File: src/rtl/spi_pkg.sv
// Shared SPI definitions: chip-select mode encodings used by both the
// peripheral and the command sequencer, plus the sequencer state encoding.
package spi_pkg;

    // CSMode encodings understood by the SPI peripheral
    localparam logic [1:0] HOLDMODE = 2'b10;
    localparam logic [1:0] AUTOMODE = 2'b00;

    // Sequencer phases, in the order a transaction walks through them
    typedef enum logic [2:0] {
        IDLE    = 3'd0,
        OPCODE  = 3'd1,
        ADDR    = 3'd2,
        DUMMY   = 3'd3,
        DATA    = 3'd4,
        DRAIN   = 3'd5,
        RELEASE = 3'd6,
        DONE    = 3'd7
    } seqState_t;

    // Address byte counts above four behave as four
    function automatic logic [2:0] clampAddrBytes(input logic [2:0] n);
        return (n > 3'd4) ? 3'd4 : n;
    endfunction

endpackage

File: src/rtl/spi_cmd_sequencer_if.sv
// Bundle of every handshake and FIFO port around the SPI command sequencer.
// The slave modport is the sequencer; the master modport is the surrounding
// system (command client, data streams and SPI peripheral FIFOs).
interface spi_cmd_sequencer_if #(
    parameter int LENW = 8
);
    logic            CmdValid;
    logic            CmdReady;
    logic [7:0]      CmdOpcode;
    logic [31:0]     CmdAddr;
    logic [2:0]      CmdAddrBytes;
    logic [3:0]      CmdDummyBytes;
    logic            CmdDir;
    logic [LENW-1:0] CmdLen;
    logic [7:0]      WrData;
    logic            WrValid;
    logic            WrReady;
    logic [7:0]      RdData;
    logic            RdValid;
    logic            RdReady;
    logic [7:0]      TxData;
    logic            TxWrite;
    logic            TxFull;
    logic [7:0]      RxData;
    logic            RxRead;
    logic            RxEmpty;
    logic            SpiInactive;
    logic [1:0]      SpiCSMode;
    logic            Busy;
    logic            Done;

    modport slave (
        input  CmdValid, CmdOpcode, CmdAddr, CmdAddrBytes, CmdDummyBytes,
               CmdDir, CmdLen, WrData, WrValid, RdReady, TxFull, RxData,
               RxEmpty, SpiInactive,
        output CmdReady, WrReady, RdData, RdValid, TxData, TxWrite, RxRead,
               SpiCSMode, Busy, Done
    );

    modport master (
        output CmdValid, CmdOpcode, CmdAddr, CmdAddrBytes, CmdDummyBytes,
               CmdDir, CmdLen, WrData, WrValid, RdReady, TxFull, RxData,
               RxEmpty, SpiInactive,
        input  CmdReady, WrReady, RdData, RdValid, TxData, TxWrite, RxRead,
               SpiCSMode, Busy, Done
    );
endinterface

File: src/rtl/spi_cmd_sequencer.sv
// SPI command sequencer: runs opcode/address/dummy/data transactions through
// the peripheral TX/RX FIFOs with CS held, discarding header RX bytes and
// forwarding read data. Outstanding bytes are credited against the RX FIFO
// depth so a stalled reader can never overflow the peripheral.
module spi_cmd_sequencer
    import spi_pkg::*;
#(
    parameter int FIFODEPTH = 8,
    parameter int LENW      = 8
) (
    input  logic               PCLK,
    input  logic               PRESETn,
    spi_cmd_sequencer_if.slave bus
);
    localparam int OUTW = $clog2(FIFODEPTH + 1);
    localparam int RXW  = LENW + 1;
    localparam logic [OUTW-1:0] DEPTHCNT = OUTW'(FIFODEPTH);

    seqState_t       stateR;
    logic [7:0]      opcodeR;
    logic [31:0]     addrShiftR;
    logic [2:0]      addrBytesR;
    logic [3:0]      dummyBytesR;
    logic            dirR;
    logic [LENW-1:0] lenR;
    logic [LENW-1:0] phaseCntR;
    logic [OUTW-1:0] outstandingR;
    logic [RXW-1:0]  rxCountR;
    logic [1:0]      csModeR;

    logic            canPushS;
    logic            pushStateS;
    logic            wrPhaseS;
    logic            txWriteS;
    logic            lastPushS;
    logic            busyS;
    logic            discardS;
    logic            rxReadS;
    logic            acceptS;
    logic [LENW-1:0] phaseLenS;
    logic [7:0]      txDataS;
    logic [4:0]      headerS;
    logic [2:0]      abClampS;
    seqState_t       fromAddrS;
    seqState_t       fromDummyS;
    seqState_t       fromDataS;

    assign acceptS    = (stateR == IDLE) & bus.CmdValid;
    assign busyS      = (stateR != IDLE);
    assign abClampS   = clampAddrBytes(bus.CmdAddrBytes);
    assign canPushS   = ~bus.TxFull & (outstandingR < DEPTHCNT);
    assign wrPhaseS   = (stateR == DATA) & dirR;
    assign txWriteS   = pushStateS & canPushS & (~wrPhaseS | bus.WrValid);
    assign lastPushS  = txWriteS & (phaseCntR == (phaseLenS - LENW'(1)));
    assign headerS    = 5'd1 + 5'(addrBytesR) + 5'(dummyBytesR);
    assign discardS   = (rxCountR < RXW'(headerS)) | dirR;
    assign rxReadS    = ~bus.RxEmpty & busyS & (discardS | bus.RdReady);

    // Skip any phase whose byte count is zero
    assign fromDataS  = (lenR != '0) ? DATA : DRAIN;
    assign fromDummyS = (dummyBytesR != 4'd0) ? DUMMY : fromDataS;
    assign fromAddrS  = (addrBytesR != 3'd0) ? ADDR : fromDummyS;

    // Per-phase byte count, TX byte selection and push-state decode
    always_comb begin
        phaseLenS  = LENW'(1);
        txDataS    = 8'h00;
        pushStateS = 1'b0;
        case (stateR)
            OPCODE: begin
                pushStateS = 1'b1;
                txDataS    = opcodeR;
            end
            ADDR: begin
                pushStateS = 1'b1;
                phaseLenS  = LENW'(addrBytesR);
                txDataS    = addrShiftR[31:24];
            end
            DUMMY: begin
                pushStateS = 1'b1;
                phaseLenS  = LENW'(dummyBytesR);
            end
            DATA: begin
                pushStateS = 1'b1;
                phaseLenS  = lenR;
                txDataS    = dirR ? bus.WrData : 8'h00;
            end
            default: begin
                pushStateS = 1'b0;
            end
        endcase
    end

    // Command latch, phase sequencing and chip-select mode
    always_ff @(posedge PCLK or negedge PRESETn) begin
        if (!PRESETn) begin
            stateR      <= IDLE;
            opcodeR     <= 8'h00;
            addrShiftR  <= 32'h0000_0000;
            addrBytesR  <= 3'd0;
            dummyBytesR <= 4'd0;
            dirR        <= 1'b0;
            lenR        <= '0;
            phaseCntR   <= '0;
            csModeR     <= AUTOMODE;
        end else begin
            case (stateR)
                IDLE: begin
                    if (acceptS) begin
                        opcodeR     <= bus.CmdOpcode;
                        // Left-align so the first address byte sits at [31:24]
                        addrShiftR  <= bus.CmdAddr << {3'd4 - abClampS, 3'b000};
                        addrBytesR  <= abClampS;
                        dummyBytesR <= bus.CmdDummyBytes;
                        dirR        <= bus.CmdDir;
                        lenR        <= bus.CmdLen;
                        phaseCntR   <= '0;
                        csModeR     <= HOLDMODE;
                        stateR      <= OPCODE;
                    end
                end
                OPCODE, ADDR, DUMMY, DATA: begin
                    if (txWriteS) begin
                        if (stateR == ADDR) begin
                            addrShiftR <= {addrShiftR[23:0], 8'h00};
                        end
                        if (lastPushS) begin
                            phaseCntR <= '0;
                            case (stateR)
                                OPCODE:  stateR <= fromAddrS;
                                ADDR:    stateR <= fromDummyS;
                                DUMMY:   stateR <= fromDataS;
                                default: stateR <= DRAIN;
                            endcase
                        end else begin
                            phaseCntR <= phaseCntR + LENW'(1);
                        end
                    end
                end
                DRAIN: begin
                    if (outstandingR == '0) begin
                        csModeR <= AUTOMODE;
                        stateR  <= RELEASE;
                    end
                end
                RELEASE: begin
                    if (bus.SpiInactive) begin
                        stateR <= DONE;
                    end
                end
                DONE: begin
                    stateR <= IDLE;
                end
                default: begin
                    stateR <= IDLE;
                end
            endcase
        end
    end

    // Credit counter: bytes pushed to TX whose RX byte has not been popped
    always_ff @(posedge PCLK or negedge PRESETn) begin
        if (!PRESETn) begin
            outstandingR <= '0;
        end else begin
            case ({txWriteS, rxReadS})
                2'b10:   outstandingR <= outstandingR + OUTW'(1);
                2'b01:   outstandingR <= (outstandingR != '0) ? outstandingR - OUTW'(1) : outstandingR;
                default: outstandingR <= outstandingR;
            endcase
        end
    end

    // Popped RX byte index within the current transaction
    always_ff @(posedge PCLK or negedge PRESETn) begin
        if (!PRESETn) begin
            rxCountR <= '0;
        end else if (acceptS) begin
            rxCountR <= '0;
        end else if (rxReadS) begin
            rxCountR <= rxCountR + RXW'(1);
        end else begin
            rxCountR <= rxCountR;
        end
    end

    assign bus.CmdReady  = (stateR == IDLE);
    assign bus.Busy      = busyS;
    assign bus.Done      = (stateR == DONE);
    assign bus.SpiCSMode = csModeR;
    assign bus.TxWrite   = txWriteS;
    assign bus.TxData    = txDataS;
    assign bus.WrReady   = wrPhaseS & canPushS;
    assign bus.RxRead    = rxReadS;
    assign bus.RdValid   = ~bus.RxEmpty & busyS & ~discardS;
    assign bus.RdData    = bus.RxData;

endmodule

File: src/flat_wrapper.sv
// flat-port wrapper written by rule: the top's interface ports become plain ports
module spi_cmd_sequencer_flat import spi_pkg::*;
#(
    parameter int FIFODEPTH = 8,
    parameter int LENW      = 8
)
  (PCLK, PRESETn, bus_CmdValid, bus_CmdOpcode, bus_CmdAddr, bus_CmdAddrBytes, bus_CmdDummyBytes, bus_CmdDir, bus_CmdLen, bus_WrData, bus_WrValid, bus_RdReady, bus_TxFull, bus_RxData, bus_RxEmpty, bus_SpiInactive, bus_CmdReady, bus_WrReady, bus_RdData, bus_RdValid, bus_TxData, bus_TxWrite, bus_RxRead, bus_SpiCSMode, bus_Busy, bus_Done);
  spi_cmd_sequencer_if #(.LENW(LENW)) bus_i ();
  input  logic PCLK;
  input  logic PRESETn;
  input wire logic [$bits(bus_i.CmdValid)-1:0] bus_CmdValid;
  input wire logic [$bits(bus_i.CmdOpcode)-1:0] bus_CmdOpcode;
  input wire logic [$bits(bus_i.CmdAddr)-1:0] bus_CmdAddr;
  input wire logic [$bits(bus_i.CmdAddrBytes)-1:0] bus_CmdAddrBytes;
  input wire logic [$bits(bus_i.CmdDummyBytes)-1:0] bus_CmdDummyBytes;
  input wire logic [$bits(bus_i.CmdDir)-1:0] bus_CmdDir;
  input wire logic [$bits(bus_i.CmdLen)-1:0] bus_CmdLen;
  input wire logic [$bits(bus_i.WrData)-1:0] bus_WrData;
  input wire logic [$bits(bus_i.WrValid)-1:0] bus_WrValid;
  input wire logic [$bits(bus_i.RdReady)-1:0] bus_RdReady;
  input wire logic [$bits(bus_i.TxFull)-1:0] bus_TxFull;
  input wire logic [$bits(bus_i.RxData)-1:0] bus_RxData;
  input wire logic [$bits(bus_i.RxEmpty)-1:0] bus_RxEmpty;
  input wire logic [$bits(bus_i.SpiInactive)-1:0] bus_SpiInactive;
  output wire logic [$bits(bus_i.CmdReady)-1:0] bus_CmdReady;
  output wire logic [$bits(bus_i.WrReady)-1:0] bus_WrReady;
  output wire logic [$bits(bus_i.RdData)-1:0] bus_RdData;
  output wire logic [$bits(bus_i.RdValid)-1:0] bus_RdValid;
  output wire logic [$bits(bus_i.TxData)-1:0] bus_TxData;
  output wire logic [$bits(bus_i.TxWrite)-1:0] bus_TxWrite;
  output wire logic [$bits(bus_i.RxRead)-1:0] bus_RxRead;
  output wire logic [$bits(bus_i.SpiCSMode)-1:0] bus_SpiCSMode;
  output wire logic [$bits(bus_i.Busy)-1:0] bus_Busy;
  output wire logic [$bits(bus_i.Done)-1:0] bus_Done;
  assign bus_i.CmdValid = bus_CmdValid;
  assign bus_i.CmdOpcode = bus_CmdOpcode;
  assign bus_i.CmdAddr = bus_CmdAddr;
  assign bus_i.CmdAddrBytes = bus_CmdAddrBytes;
  assign bus_i.CmdDummyBytes = bus_CmdDummyBytes;
  assign bus_i.CmdDir = bus_CmdDir;
  assign bus_i.CmdLen = bus_CmdLen;
  assign bus_i.WrData = bus_WrData;
  assign bus_i.WrValid = bus_WrValid;
  assign bus_i.RdReady = bus_RdReady;
  assign bus_i.TxFull = bus_TxFull;
  assign bus_i.RxData = bus_RxData;
  assign bus_i.RxEmpty = bus_RxEmpty;
  assign bus_i.SpiInactive = bus_SpiInactive;
  assign bus_CmdReady = bus_i.CmdReady;
  assign bus_WrReady = bus_i.WrReady;
  assign bus_RdData = bus_i.RdData;
  assign bus_RdValid = bus_i.RdValid;
  assign bus_TxData = bus_i.TxData;
  assign bus_TxWrite = bus_i.TxWrite;
  assign bus_RxRead = bus_i.RxRead;
  assign bus_SpiCSMode = bus_i.SpiCSMode;
  assign bus_Busy = bus_i.Busy;
  assign bus_Done = bus_i.Done;
  spi_cmd_sequencer #(.FIFODEPTH(FIFODEPTH), .LENW(LENW)) u_core (.PCLK(PCLK), .PRESETn(PRESETn), .bus(bus_i));
endmodule
File: config.mk
export PLATFORM = sky130hd
export DESIGN_NAME = spi_cmd_sequencer_flat
export DESIGN_NICKNAME = d
export VERILOG_FILES = /design/src/rtl/spi_pkg.sv /design/src/rtl/spi_cmd_sequencer_if.sv /design/src/rtl/spi_cmd_sequencer.sv /design/src/flat_wrapper.sv
export SDC_FILE = /design/constraint.sdc
export NUM_CORES = 1
export LEC_CHECK = 0
export BUFFER_PORTS_ARGS = -buffer_cell sky130_fd_sc_hd__buf_2
export CAP_MARGIN = 40
export CORE_UTILIZATION = 53
export CTS_BUF_LIST = sky130_fd_sc_hd__clkbuf_2
export DETAILED_ROUTE_END_ITERATION = 16
export GPL_ROUTABILITY_DRIVEN = 0
export HOLD_SLACK_MARGIN = 0.02
export PLACE_DENSITY = 0.78
export SYNTH_ARGS = -nofsm -noshare
export SYNTH_HDL_FRONTEND = slang
export SYNTH_SLANG_ARGS = --single-unit
export TNS_END_PERCENT = 1
File: constraint.sdc
create_clock -name PCLK -period 5 [get_ports PCLK]
set_input_delay 0.25 -clock PCLK [delete_from_list [all_inputs] [get_ports PCLK]]
set_output_delay 0.25 -clock PCLK [all_outputs]
set_load 0.02 [all_outputs]
==> flow_summary.json, run 1 <==
{
  "crit_path_frequent_cell": "ha_1",
  "grt_pass1_vias": 4638,
  "period_share": 0.874,
  "diodes": 0,
  "syn_avg_cell_area_um2": 8.34,
  "min_path_type": "input pin to register",
  "numCtsBuffers": 9,
  "initial_core_util": 0.548,
  "dp_cells": 792,
  "synth_most_common_cell": "nand2_1",
  "clkSinkCount": 81,
  "synth_mux_area_frac": 0.0435,
  "worst_path_largest_cell_delay_ns": 0.45,
  "hp-start": "bus_CmdAddrBytes[1]",
  "regArea_um2": 2030,
  "post-synth-top-area-cell": "dfrtp_1",
  "critPathSlowestCell": "fa_1",
  "io-pin-count": 105,
  "antenna_found_initial": 0,
  "overflow": 0,
  "portBuffers": 87,
  "yosys_most_used_dff": "dfrtp_1",
  "fill_cells": 797,
  "drt_iter0_drc": 339,
  "final_area_um2": 5980,
  "finClkSkew_ns": 0.0258,
  "synth-seq-area-share": 0.398,
  "area_growth_pct": 17.5,
  "hold_violations": 0,
  "drt_pass1_iterations": 8,
  "clk_pin_slew_ns": 0.21,
  "die_area_um2": 10000,
  "cts_tree": "done",
  "synth_warnings": 0,
  "synth_top_family_by_area": "simple AND/OR/NAND/NOR gates",
  "crit_fanout": 7,
  "track_usage": 0.276,
  "synthCells": 610,
  "ir_worst_vdd_v": 0.000199,
  "ys_ff_latch": 81,
  "cp-end-kind": "register",
  "clockRootBuffer": "clkbuf_2",
  "rows": 35,
  "worstPathCellList": "inv_1 -> ha_1 -> fa_1 -> a21o_1 -> a21oi_1 -> ha_1 -> a211o_1 -> nor4_1 -> o32a_1 -> nand2_1 -> clkinv_1 -> nand2_1 -> inv_1 -> ha_1 -> a21o_1 -> a21oi_1 -> a211oi_1 -> a31oi_1 -> xnor2_1",
  "setup_violations": 0,
  "place_area_um2": 5580,
  "max_freq_mhz": 229,
  "dr_total_vias": 4854,
  "crit_buf_inv": 3,
  "via_per_inst": 5.79,
  "synth_edf_count": 0,
  "fp.dieH_um": 100,
  "wl_um": 13100,
  "synth_area_leaders": "dfrtp_1 (40%), nand2_1 (12%), o21ai_0 (5.9%)",
  "die_w_um": 100,
  "netlist_top_cells_count": "nand2_1 (159), dfrtp_1 (81), o21ai_0 (60)",
  "rsz0062_at_grt": "no",
  "synth_adder_area_share": 0.0472,
  "fin_crit_ns": 4.37,
  "synth_top_area_share": 0.398,
  "worstPathRequired_ns": 5.46,
  "max_cap_violations": 0,
  "synth_area_um2": 5090,
  "htreeDepth": 3,
  "grt_max_degree": 52,
  "r2r_start": "u_core.addrBytesR[0]",
  "ant_nets": 0,
  "clk_latency_ns": 0.53,
  "async_reset_ff_frac": 1.00,
  "drive_gt1_frac": 0.166,
  "relSlewSlack": 0.378,
  "cts_setup_buffers": 0,
  "multiInputGateArea_um2": 2760,
  "core_um2": 9280,
  "cts_buffer_depth": 2,
  "wl_per_cell_um": 15.6,
  "synthSimpleGateAreaFrac": 0.231,
  "synth_xor_area_frac": 0.0413,
  "worst_pin_slew_ns": 0.925,
  "fin_tns_setup_ns": 0,
  "synth_compound_area_frac": 0.177,
  "nNetsFinal": 803,
  "fin_ws_ns": 0.628,
  "grt_pass1_wl_um": 21800,
  "status": "completed",
  "crit_family": "compound AO/OA/AOI/OAI gates",
  "drc": 0,
  "place_hpwl_um": 9400,
  "ys_types": 57,
  "leakagePower_nw": 3.00,
  "startpoint": "u_core.addrBytesR[0]",
  "worstSetupStartpointType": "register",
  "finalNonFillerCells": 839,
  "hold_ws_ns": 0.0436,
  "syn_nets": 708,
  "arrival_ns": 4.83,
  "dpl_worst_slack_ns": 0.702,
  "crit_type": "register to register",
  "drv_slew": 0,
  "power.density_nw_per_um2": 402
}
-- through the flow --
step | util | power, mW
after global placement | 0.593 | 2.01
after CTS | 0.644 | 2.40
final | 0.644 | 2.40
after detailed placement | 0.601 | 2.07
after global routing | 0.644 | 2.60
after floorplan | - | 1.79
-- power by group --
part	internal, mW	leakage, nW	total, mW	switching, mW
Clock	0.0631	0.0492	0.300	0.237
Combinational	0.468	1.90	1.05	0.577
Sequential	0.855	1.05	1.06	0.202
Total	1.39	3.00	2.40	1.02
-- registers in the layout, indices dropped and copies added (netlist names), 3 cells and up --
register / flops
u_core.stateR: 3
u_core.lenR: 8
u_core.rxCountR: 9
u_core.addrBytesR: 3
u_core.opcodeR: 8
u_core.dummyBytesR: 4
u_core.addrShiftR: 32
u_core.outstandingR: 4
u_core.phaseCntR: 8
-- worst register-to-register path: stages, from the launching register on --
cell and delay (ns):
dfrtp_1 0.44, inv_1 0.09, ha_1 0.35, fa_1 0.45, a21o_1 0.18, a21oi_1 0.16
ha_1 0.27, a211o_1 0.26, nor4_1 0.26, o32a_1 0.33, nand2_1 0.15, clkinv_1 0.18
nand2_1 0.10, inv_1 0.10, ha_1 0.23, a21o_1 0.18, a21oi_1 0.18, a211oi_1 0.07
a31oi_1 0.19, xnor2_1 0.13
-- cells in the final DEF (no fill, tap or decap), drive strengths merged, types with 8 or more instances in the layout --
cell type	Yosys	final
a21oi	25	25
a222oi	15	15
buf	12	94
clkbuf	29	9
dfrtp	81	81
dlygate4sd3	0	31
ha	16	16
inv	25	25
mux2i	21	21
nand2	159	159
nand3	11	11
nor2	24	24
nor3	14	14
o21ai	60	60
o221ai	8	8
xnor2	10	10
xor2	14	14
-- timing repair --
action / 4_1_cts / 5_1_grt
resized for setup: 0 / 0
hold endpoints to repair: 94 / 0
hold buffers: 31 / 0
-- kinds of logic (layout without fill, tap and decap cells) --
family | after synthesis | after routing
simple gates | 258 | 258
compound gates | 138 | 138
flops | 81 | 81
buf+inv | 68 | 168
xor+xnor | 24 | 24
mux | 22 | 22
fa+ha+maj | 18 | 18
other cells | 1 | 1
-- cell type report --
type                       instances  area share
tap                              129      0.0270
inverter                          27      0.0169
timing repair buffer             125       0.140
sequential                        81       0.339
clock inverter                     7     0.00795
clock buffer                       9     0.00753
multi-input combinational        461       0.462
-- routing by layer --
metal / routed length, µm / part of all wire / global-route usage
met3: 867 / 0.066 / 0.0341
met4: 369 / 0.028 / 0.132
met2: 6100 / 0.47 / 0.443
met1: 5760 / 0.44 / 0.373
met5: 0 / 0 / 0
-- path summary, 6_finish.rpt --
check | end | slack [ns] | cells after the start
worst min-delay path | u_core.addrBytesR[1] | 0.04 | 3
worst max register to register | u_core.outstandingR[3] | 0.63 | 19
worst max-delay path | u_core.outstandingR[3] | 0.63 | 19
max in group asynchronous | u_core.addrShiftR[13] | 4.25 | 3
worst min register to register | u_core.addrShiftR[16] | 0.51 | 2
min in group asynchronous | u_core.rxCountR[2] | 0.16 | 2
(Power assumes the default switching activity.)
==> run 2: changes to the inputs <==
--- a/config.mk
+++ b/config.mk
@@ -14,4 +14,5 @@
 export HOLD_SLACK_MARGIN = 0.02
 export PLACE_DENSITY = 0.78
+export REMOVE_ABC_BUFFERS = 1
 export SYNTH_ARGS = -nofsm -noshare
 export SYNTH_HDL_FRONTEND = slang
==> constraint.sdc (replaced) <==
create_clock -name PCLK -period 5 [get_ports PCLK]
set_input_delay 0.5 -clock PCLK [delete_from_list [all_inputs] [get_ports PCLK]]
set_output_delay 0.5 -clock PCLK [all_outputs]
set_load 0.02 [all_outputs]
==> flow_summary.json, run 2 (synthesized netlist as in run 1, its figures left out) <==
{
  "min_path_type": "input pin to register",
  "top_register": "u_core.addrShiftR",
  "rows": 35,
  "status": "completed",
  "grt_pass1_vias": 4579,
  "layout_commonest_cell": "nand2_1",
  "clk_pin_slew_ns": 0.25,
  "wl_um": 12800,
  "ant_nets": 0,
  "drc": 0,
  "setup_violations": 0,
  "pwr-share-clk": 0.145,
  "max_freq_mhz": 230,
  "rsz0062_at_grt": "no",
  "worstPathRequired_ns": 4.50,
  "portBuffers": 87,
  "diodes": 0,
  "worstPathCellList": "inv_1 -> ha_1 -> fa_1 -> a21o_1 -> a21oi_1 -> ha_1 -> a211o_1 -> nor4_1 -> o32a_1 -> nand2_1 -> clkinv_1 -> buf_2",
  "antenna_found_initial": 0,
  "worst_path_largest_cell_delay_ns": 0.44,
  "switchingPower_mw": 1.01,
  "area_growth_pct": 12.2,
  "clk_latency_ns": 0.56,
  "core_um2": 9280,
  "crit_buf_inv": 3,
  "largest_reg_flops": 32,
  "hold_violations": 0,
  "grt_max_degree": 57,
  "fp.dieH_um": 100,
  "fin_crit_ns": 4.34,
  "period_share": 0.869,
  "cp-end-kind": "primary output",
  "drive_gt1_frac": 0.177,
  "track_usage": 0.267,
  "ir_worst_vdd_v": 0.000169,
  "multiInputGateArea_um2": 2760,
  "via_per_inst": 5.90,
  "worstSetupStartpointType": "register",
  "overflow": 0,
  "fin_tns_setup_ns": 0,
  "mostFrequentLayoutCells": "nand2_1 (159), buf_2 (89), dfrtp_1 (81)",
  "max_cap_violations": 0,
  "fill_cells": 824,
  "crit_family": "adder cells",
  "leakagePower_nw": 2.90,
  "total_power_mw": 2.44,
  "power.density_nw_per_um2": 428,
  "finalNonFillerCells": 811,
  "worst_pin_slew_ns": 0.943,
  "die_w_um": 100,
  "dp_cells": 794,
  "arrival_ns": 3.84,
  "cts_tree": "done",
  "dpl_worst_slack_ns": 0.758,
  "io-pin-count": 105,
  "drt_iter0_drc": 327,
  "clkSinkCount": 81,
  "place_hpwl_um": 9150,
  "clockRootBuffer": "clkbuf_2",
  "p_sw_frac": 0.414,
  "hold_ws_ns": 0.101,
  "cts_buffer_depth": 2,
  "crit_type": "register to primary output",
  "nNetsFinal": 775,
  "crit_fanout": 7,
  "initial_core_util": 0.548,
  "fin_ws_ns": 0.656,
  "dr_total_vias": 4788,
  "internal_power_mw": 1.43,
  "seqPwrFrac": 0.428,
  "drv_slew": 0,
  "die_area_um2": 10000,
  "wl_per_cell_um": 15.8,
  "p_comb_frac": 0.427,
  "relSlewSlack": 0.372,
  "grt_pass1_wl_um": 21200,
  "htreeDepth": 3,
  "finClkSkew_ns": 0.0455,
  "top_regs": "u_core.addrShiftR x32, u_core.rxCountR x9",
  "drt_pass1_iterations": 5,
  "numCtsBuffers": 9,
  "regArea_um2": 2030,
  "critPathSlowestCell": "dfrtp_1",
  "crit_path_frequent_cell": "ha_1"
}
-- run 2: cell types whose count changed in the layout (fill, tap and decap cells not counted), sizes merged --
cell	delta
buf	+2
bufinv	+1
clkbuf	+3
clkinv	-3
clkinvlp	-1
dlygate4sd3	-30
-- run 2: repair_timing --
item | 4_1_cts | 5_1_grt
buffers inserted | 0 | 0
endpoints found under the hold margin | 25 | 0
hold buffers | 1 | 0
gates resized for setup | 0 | 0
-- run 2: worst reg2reg max path, stage by stage, from the launching register on --
cell	delay (ns)
dfrtp_1	0.44
inv_1	0.10
ha_1	0.34
fa_1	0.43
a21o_1	0.18
a21oi_1	0.15
ha_1	0.26
a211o_1	0.26
nor4_1	0.29
o32a_1	0.35
nand2_1	0.16
clkinv_1	0.18
nand2_1	0.12
inv_1	0.10
ha_1	0.23
a21o_1	0.17
a21oi_1	0.19
a211oi_1	0.07
a31oi_1	0.19
xnor2_1	0.13
-- run 2: power by group through the flow --
stage,logic (mW),registers (mW),clock network (mW)
floorplan,0.780,0.998,0
global placement,0.959,1.04,0
detailed placement,1.02,1.06,0
CTS,1.04,1.04,0.357
global route,1.18,1.07,0.385
finish,1.04,1.05,0.355
-- run 2: metrics by stage --
step | utilization | cell area [µm²]
6_report | 0.615 | 5710
5_1_grt | 0.615 | 5710
4_1_cts | 0.615 | 5710
3_5_place_dp | 0.602 | 5590
3_3_place_gp | 0.594 | 5520
2_1_floorplan | - | 4880
-- run 2: area by class of cell --
class                           count  area share
Clock buffer                       12      0.0105
Inverter                           27      0.0177
Timing Repair Buffer               97      0.0959
Tap cell                          129      0.0283
Multi-Input combinational cell    461       0.483
Sequential cell                    81       0.355
Clock inverter                      4     0.00942
-- run 2: worst paths after layout --
check	startpoint	end	slack, ns	cells after the start
worst min register to register	u_core.addrShiftR[16]	u_core.addrShiftR[16]	0.51	2
min in group asynchronous	PRESETn	u_core.outstandingR[2]	0.35	2
worst max-delay path	u_core.addrBytesR[0]	bus_RxRead	0.66	12
max in group asynchronous	PRESETn	u_core.addrBytesR[1]	4.02	3
worst min-delay path	bus_CmdOpcode[5]	u_core.opcodeR[5]	0.10	3
worst max register to register	u_core.addrBytesR[0]	u_core.outstandingR[3]	0.66	19
-- run 2: routing by layer --
metal,vias to the layer above,GRT usage,part of all wire
met3,26,0.0487,0.060
met4,0,0.0936,0.021
met5,-,0,0
met1,2313,0.352,0.44
li1,2262,-,-
met2,187,0.445,0.48
